## src/rtl/axis_pattern_gen_multi.sv

```systemverilog
// Multi-mode AXI4-Stream test-pattern source: counter, LFSR, walking-one or constant beats
// generated on a programmable rate tick, framed with TLAST and buffered in a small FIFO.
module axis_pattern_gen_multi #(
    parameter int          TDATA_WIDTH   = 32,
    parameter int          COUNTER_START = 0,
    parameter int          COUNTER_END   = 255,
    parameter int          COUNTER_INCR  = 1,
    parameter logic [31:0] LFSR_SEED     = 32'h1,
    parameter logic [31:0] PATTERN_CONST = 32'hA5A5A5A5,
    parameter int          DIV_WIDTH     = 16,
    parameter int          LEN_WIDTH     = 16,
    parameter int          FIFO_DEPTH    = 4
) (
    input  logic                   m_axis_aclk,
    input  logic                   m_axis_aresetn,
    input  logic                   enable,
    input  logic [1:0]             mode,
    input  logic [DIV_WIDTH-1:0]   divider,
    input  logic [LEN_WIDTH-1:0]   pkt_len,
    input  logic                   drop_clr,
    input  logic                   m_axis_tready,
    output logic [TDATA_WIDTH-1:0] m_axis_tdata,
    output logic                   m_axis_tvalid,
    output logic                   m_axis_tlast,
    output logic [15:0]            drop_count
);

    localparam int W  = TDATA_WIDTH;
    localparam int AW = $clog2(FIFO_DEPTH);

    localparam logic [W-1:0]  C_START = W'(COUNTER_START);
    localparam logic [W-1:0]  C_END   = W'(COUNTER_END);
    localparam logic [W-1:0]  C_INCR  = W'(COUNTER_INCR);
    localparam logic [W-1:0]  C_CONST = W'({32'b0, PATTERN_CONST});
    localparam logic [31:0]   LFSR_TAPS = 32'h8020_0003;

    // Rate divider
    logic [DIV_WIDTH-1:0] divcnt;
    logic                 tick;

    assign tick = enable && (divcnt == '0);

    always_ff @(posedge m_axis_aclk or negedge m_axis_aresetn) begin
        if (!m_axis_aresetn) begin
            divcnt <= '0;
        end else if (tick) begin
            divcnt <= divider;
        end else if (enable) begin
            divcnt <= divcnt - DIV_WIDTH'(1);
        end
    end

    // Generator and framing state
    logic [1:0]           act_mode;
    logic [LEN_WIDTH-1:0] act_len;
    logic [LEN_WIDTH-1:0] beat_idx;
    logic [W-1:0]         cnt_q;
    logic [31:0]          lfsr_q;
    logic [W-1:0]         walk_q;

    logic                 pkt_start;
    logic                 reinit;
    logic [1:0]           eff_mode;
    logic [LEN_WIDTH-1:0] eff_len;
    logic [W-1:0]         cnt_cur, cnt_next;
    logic [31:0]          lfsr_cur, lfsr_next;
    logic [W-1:0]         walk_cur, walk_next;
    logic [W-1:0]         beat_data;
    logic                 beat_last;
    logic [LEN_WIDTH-1:0] idx_next;

    always_comb begin
        pkt_start = tick && (beat_idx == '0);
        eff_mode  = pkt_start ? mode : act_mode;
        eff_len   = pkt_start ? pkt_len : act_len;
        // Switching mode at a packet boundary restarts the new pattern from its seed.
        reinit    = pkt_start && (mode != act_mode);

        cnt_cur  = (reinit && mode == 2'd0) ? C_START   : cnt_q;
        lfsr_cur = (reinit && mode == 2'd1) ? LFSR_SEED : lfsr_q;
        walk_cur = (reinit && mode == 2'd2) ? W'(1)     : walk_q;

        case (eff_mode)
            2'd0:    beat_data = cnt_cur;
            2'd1:    beat_data = W'({32'b0, lfsr_cur});
            2'd2:    beat_data = walk_cur;
            default: beat_data = C_CONST;
        endcase

        beat_last = (eff_len != '0) && (beat_idx == eff_len - LEN_WIDTH'(1));
        idx_next  = (beat_last || eff_len == '0) ? '0 : beat_idx + LEN_WIDTH'(1);

        cnt_next  = (cnt_cur >= C_END) ? cnt_cur - (C_END - C_START) : cnt_cur + C_INCR;
        lfsr_next = lfsr_cur[0] ? ((lfsr_cur >> 1) ^ LFSR_TAPS) : (lfsr_cur >> 1);
        walk_next = {walk_cur[W-2:0], walk_cur[W-1]};
    end

    // Every generator advances on every tick, whether or not the beat fits in the FIFO.
    always_ff @(posedge m_axis_aclk or negedge m_axis_aresetn) begin
        if (!m_axis_aresetn) begin
            act_mode <= 2'd0;
            act_len  <= '0;
            beat_idx <= '0;
            cnt_q    <= C_START;
            lfsr_q   <= LFSR_SEED;
            walk_q   <= W'(1);
        end else if (tick) begin
            if (pkt_start) begin
                act_mode <= mode;
                act_len  <= pkt_len;
            end
            beat_idx <= idx_next;
            cnt_q    <= cnt_next;
            lfsr_q   <= lfsr_next;
            walk_q   <= walk_next;
        end
    end

    // Output FIFO. Handshake: tvalid is high exactly while the FIFO holds a beat, the head
    // beat is held unchanged until tvalid&tready, and that cycle pops it.
    logic [W:0]  fifo_mem [FIFO_DEPTH];
    logic [AW:0] wr_ptr, rd_ptr;
    logic        fifo_empty, fifo_full;
    logic        push, pop, drop;

    assign fifo_empty = (wr_ptr == rd_ptr);
    assign fifo_full  = (wr_ptr[AW] != rd_ptr[AW]) && (wr_ptr[AW-1:0] == rd_ptr[AW-1:0]);
    assign pop        = !fifo_empty && m_axis_tready;
    assign push       = tick && (!fifo_full || pop);
    assign drop       = tick && fifo_full && !pop;

    always_ff @(posedge m_axis_aclk or negedge m_axis_aresetn) begin
        if (!m_axis_aresetn) begin
            wr_ptr <= '0;
            rd_ptr <= '0;
            for (int i = 0; i < FIFO_DEPTH; i++) begin
                fifo_mem[i] <= '0;
            end
        end else begin
            if (push) begin
                fifo_mem[wr_ptr[AW-1:0]] <= {beat_last, beat_data};
                wr_ptr <= wr_ptr + (AW+1)'(1);
            end
            if (pop) begin
                rd_ptr <= rd_ptr + (AW+1)'(1);
            end
        end
    end

    assign m_axis_tvalid = !fifo_empty;
    assign m_axis_tdata  = fifo_mem[rd_ptr[AW-1:0]][W-1:0];
    assign m_axis_tlast  = fifo_mem[rd_ptr[AW-1:0]][W];

    // A clear coinciding with a drop keeps that drop.
    always_ff @(posedge m_axis_aclk or negedge m_axis_aresetn) begin
        if (!m_axis_aresetn) begin
            drop_count <= '0;
        end else if (drop_clr) begin
            drop_count <= drop ? 16'd1 : 16'd0;
        end else if (drop && drop_count != 16'hFFFF) begin
            drop_count <= drop_count + 16'd1;
        end
    end

endmodule

```

## config.mk

```make
export PLATFORM = sky130hd
export DESIGN_NAME = axis_pattern_gen_multi
export DESIGN_NICKNAME = d
export VERILOG_FILES = /design/src/rtl/axis_pattern_gen_multi.sv
export SDC_FILE = /design/constraint.sdc
export NUM_CORES = 1
export LEC_CHECK = 0
export ABC_AREA = 1
export ABC_CLOCK_PERIOD_IN_PS = 3000
export CAP_MARGIN = 30
export CORE_MARGIN = 2
export CORE_UTILIZATION = 35
export DETAILED_ROUTE_END_ITERATION = 7
export PLACE_DENSITY = 0.51
export SLEW_MARGIN = 40
export SYNTH_ARGS = -nofsm -noshare
export SYNTH_HDL_FRONTEND = slang
export SYNTH_SLANG_ARGS = --single-unit
```

## constraint.sdc

```tcl
create_clock -name m_axis_aclk -period 3 [get_ports m_axis_aclk]
set_input_delay 0.75 -clock m_axis_aclk [delete_from_list [all_inputs] [get_ports m_axis_aclk]]
set_output_delay 0.75 -clock m_axis_aclk [all_outputs]
set_load 0.05 [all_outputs]
```

==> out/qor.csv <==
metric,value,unit
run_status,finished clean,
async_flop_share,100,%
path_max_fanout,50,
crit_type,reg2out,
critPathLaunchType,flip-flop,
rsz0062_at_grt,true,
start_util,35.2,%
drv.max_cap_violation_count,0,
muxShareOfSynthArea,0,%
post-route-period-util,96.7,%
vias_per_cell,4.96,
drtAntennaViolNets,0,
cpPeakStageDelay,0.46,ns
utilization,46.9,%
synth_cells,2067,
worstMarginPinSlew,0.623,ns
antenna_found_initial,0,
cts_max_path_buffers,3,
hold_viol,0,
grt_usage,20.0,%
arrival,2.15,ns
dieWidth,217,µm
crit_required,2.25,ns
fin_area,21200,µm²
ios,89,
grt.overflow.total,0,
finalWirelength,46.7,mm
vias,14800,
fp.dieArea,47000,µm²
synth_seq_cells,300,
place_area,19500,µm²
drc_errors,0,
fmax,345,MHz
slew_violations,0,
core_area,45100,µm²
antenna_cells,0,
drtIter0Drc,1057,
power.density,797,nW/µm²
gp_congestion,0.844,
drt_first_pass_iters,7,
fp-row-count,78,
cts_sinks,300,
areaGrowthSynthToFinish,33.4,%
vdd_ir_drop_max,0.554,mV
hpwl,32.3,mm
period_needed,2.90,ns
syn_area,15900,µm²
synthDistinctLibCells,46,
synth_fp_nets,2118,
fillCellCount,4427,
synth-edff-count,0,
htreeDepth,2,
slew_headroom,58.5,%
yosysWarnings,0,
die_h,217,µm
avgSynthCellArea,7.67,µm²
cts_tree,done,
path_common_cell,buf_12,
cts_inserted_buffers,37,
grt_pass1_wl,76.6,mm
nNetsFinal,2401,
finalSetupViolations,0,
synthSimpleGateAreaFrac,26.2,%
synth_fa_ha_area_share,0.947,%
p_leak,10.1,nW
io_buffers,88,
clk_latency,0.55,ns
clk_pin_slew,0.06,ns
crit_path_end_kind,output pin,
ctsHoldBuffers,0,
drive_above_1_share,20.7,%
synth_compound_area_share,15.0,%
hp-class,in2async,
path_cells,inv_4 -> buf_12 -> o21ai_0 -> o22ai_1 -> buf_12,
cpMaxStageDelayCell,dfrtp_2,
synth_top_family_by_area,simple AND/OR/NAND/NOR gates,
final_common_cell,nand2_1,
synth-xor-area-share,3.31,%
multiInputGateArea,7530,µm²
seq_area_frac_synth,47.3,%
layout_common_cells,"nand2_1 (535), dfrtp_1 (293), o21ai_0 (281)",
grt_max_degree,98,
fin_skew,0.0113,ns
ff_latch_area,7520,µm²
avgRoutedWirePerCell,15.7,µm
grt_pass1_vias,14300,
cts_root_buffer,clkbuf_16,
synth_ff_type,dfrtp_1,
final cells by class:
type / count / area share, %
Clock inverter: 10 / 0.609
Inverter: 179 / 3.21
Clock buffer: 55 / 5.17
Multi-Input combinational cell: 1484 / 35.6
Sequential cell: 300 / 35.5
Tap cell: 600 / 3.55
Timing Repair Buffer: 348 / 16.4
final timing paths:
check                          startpoint          endpoint  slack [ns]  depth (start not counted)
max                             rd_ptr[0]  m_axis_tdata[23]         0.1                          5
min                        m_axis_aresetn     fifo_mem[117]        0.17                          1
max reg2reg                   beat_idx[1]      fifo_mem[98]        0.16                         22
min reg2reg                  fifo_mem[89]      fifo_mem[89]        0.48                          2
max in group asynchronous  m_axis_aresetn      fifo_mem[64]        2.01                          2
min in group m_axis_aclk     fifo_mem[89]      fifo_mem[89]        0.48                          2
Yosys cell counts, drive strengths merged (6+ instances only):
| cell | count | area [µm²] |
|---|---|---|
| nand2 | 578 | 2230 |
| dfrtp | 298 | 7460 |
| o21ai | 296 | 1480 |
| nor2 | 224 | 942 |
| inv | 175 | 657 |
| nand3 | 89 | 455 |
| clkbuf | 76 | 285 |
| o22ai | 66 | 413 |
| xor2 | 53 | 464 |
| a21oi | 41 | 213 |
| nand4 | 33 | 213 |
| buf | 28 | 185 |
| nor3 | 25 | 125 |
| nand3b | 15 | 113 |
| ha | 12 | 150 |
| a211oi | 9 | 67.6 |
| nor4 | 9 | 56.3 |
| xnor2 | 7 | 61.3 |
| o221ai | 6 | 52.6 |
metal layers:
layer	wire, µm	vias up	GRT usage [%]
met3	1990	51	2.77
met4	770	0	4.70
met1	22800	7053	28.9
met5	0	-	0
li1	-	7357	-
met2	21200	292	32.0
per-stage QoR:
| step | TNS (ns) | total power [W] | setup slack, ns | std cells | hold WS, ns |
|---|---|---|---|---|---|
| after floorplan | 0 | 0.00870 | 0.00578 | 2067 | 0.444 |
| after global placement | -87.95 | 0.0121 | -0.623 | 2899 | 0.461 |
| after detailed placement | -84.31 | 0.0121 | -0.610 | 2899 | 0.465 |
| after CTS | 0 | 0.0167 | 0.00484 | 2964 | 0.175 |
| after global routing | -1.63 | 0.0179 | -0.0945 | 2976 | 0.202 |
| final | 0 | 0.0169 | 0.0989 | 2976 | 0.171 |
worst max-delay path: cells and delay by family (launching register included):
kind	cells	cell delay, ns
AOI/OAI and AO/OA	2	0.45
buffers and inverters	3	0.67
DFF	1	0.46
sequential cells by signal, summed over array words and instances (netlist names):
| signal | flops |
|---|---|
| act_len | 16 |
| act_mode | 2 |
| beat_idx | 16 |
| cnt_q | 32 |
| divcnt | 16 |
| drop_count | 16 |
| fifo_mem | 132 |
| lfsr_q | 32 |
| rd_ptr | 3 |
| walk_q | 32 |
| wr_ptr | 3 |
what timing repair did:
item / in CTS / in global routing
setup buffers: 0 / 11
resized for setup: 3 / 87
gates cloned: 0 / 1
pin swaps: 0 / 32
hold endpoints to repair: 0 / 0
endpoints found under the setup margin: 23 / 112
cell families (layout without fill, tap and decap cells):
logic type               Yosys count  count (layout)
AO/OA/AOI/OAI                    435             435
XOR/XNOR                          60              60
adder cells (fa/ha/maj)           12              12
buffers and inverters            283             592
flip-flops                       300             300
AND/OR/NAND/NOR                  977             977
power by group:
part / switching (W) / internal (W)
clock: 0.00180 / 0.00271
combinational: 0.00448 / 0.00319
sequential: 0.000274 / 0.00440
total: 0.00656 / 0.0103
No activity file was read; power rests on OpenSTA's default activity.
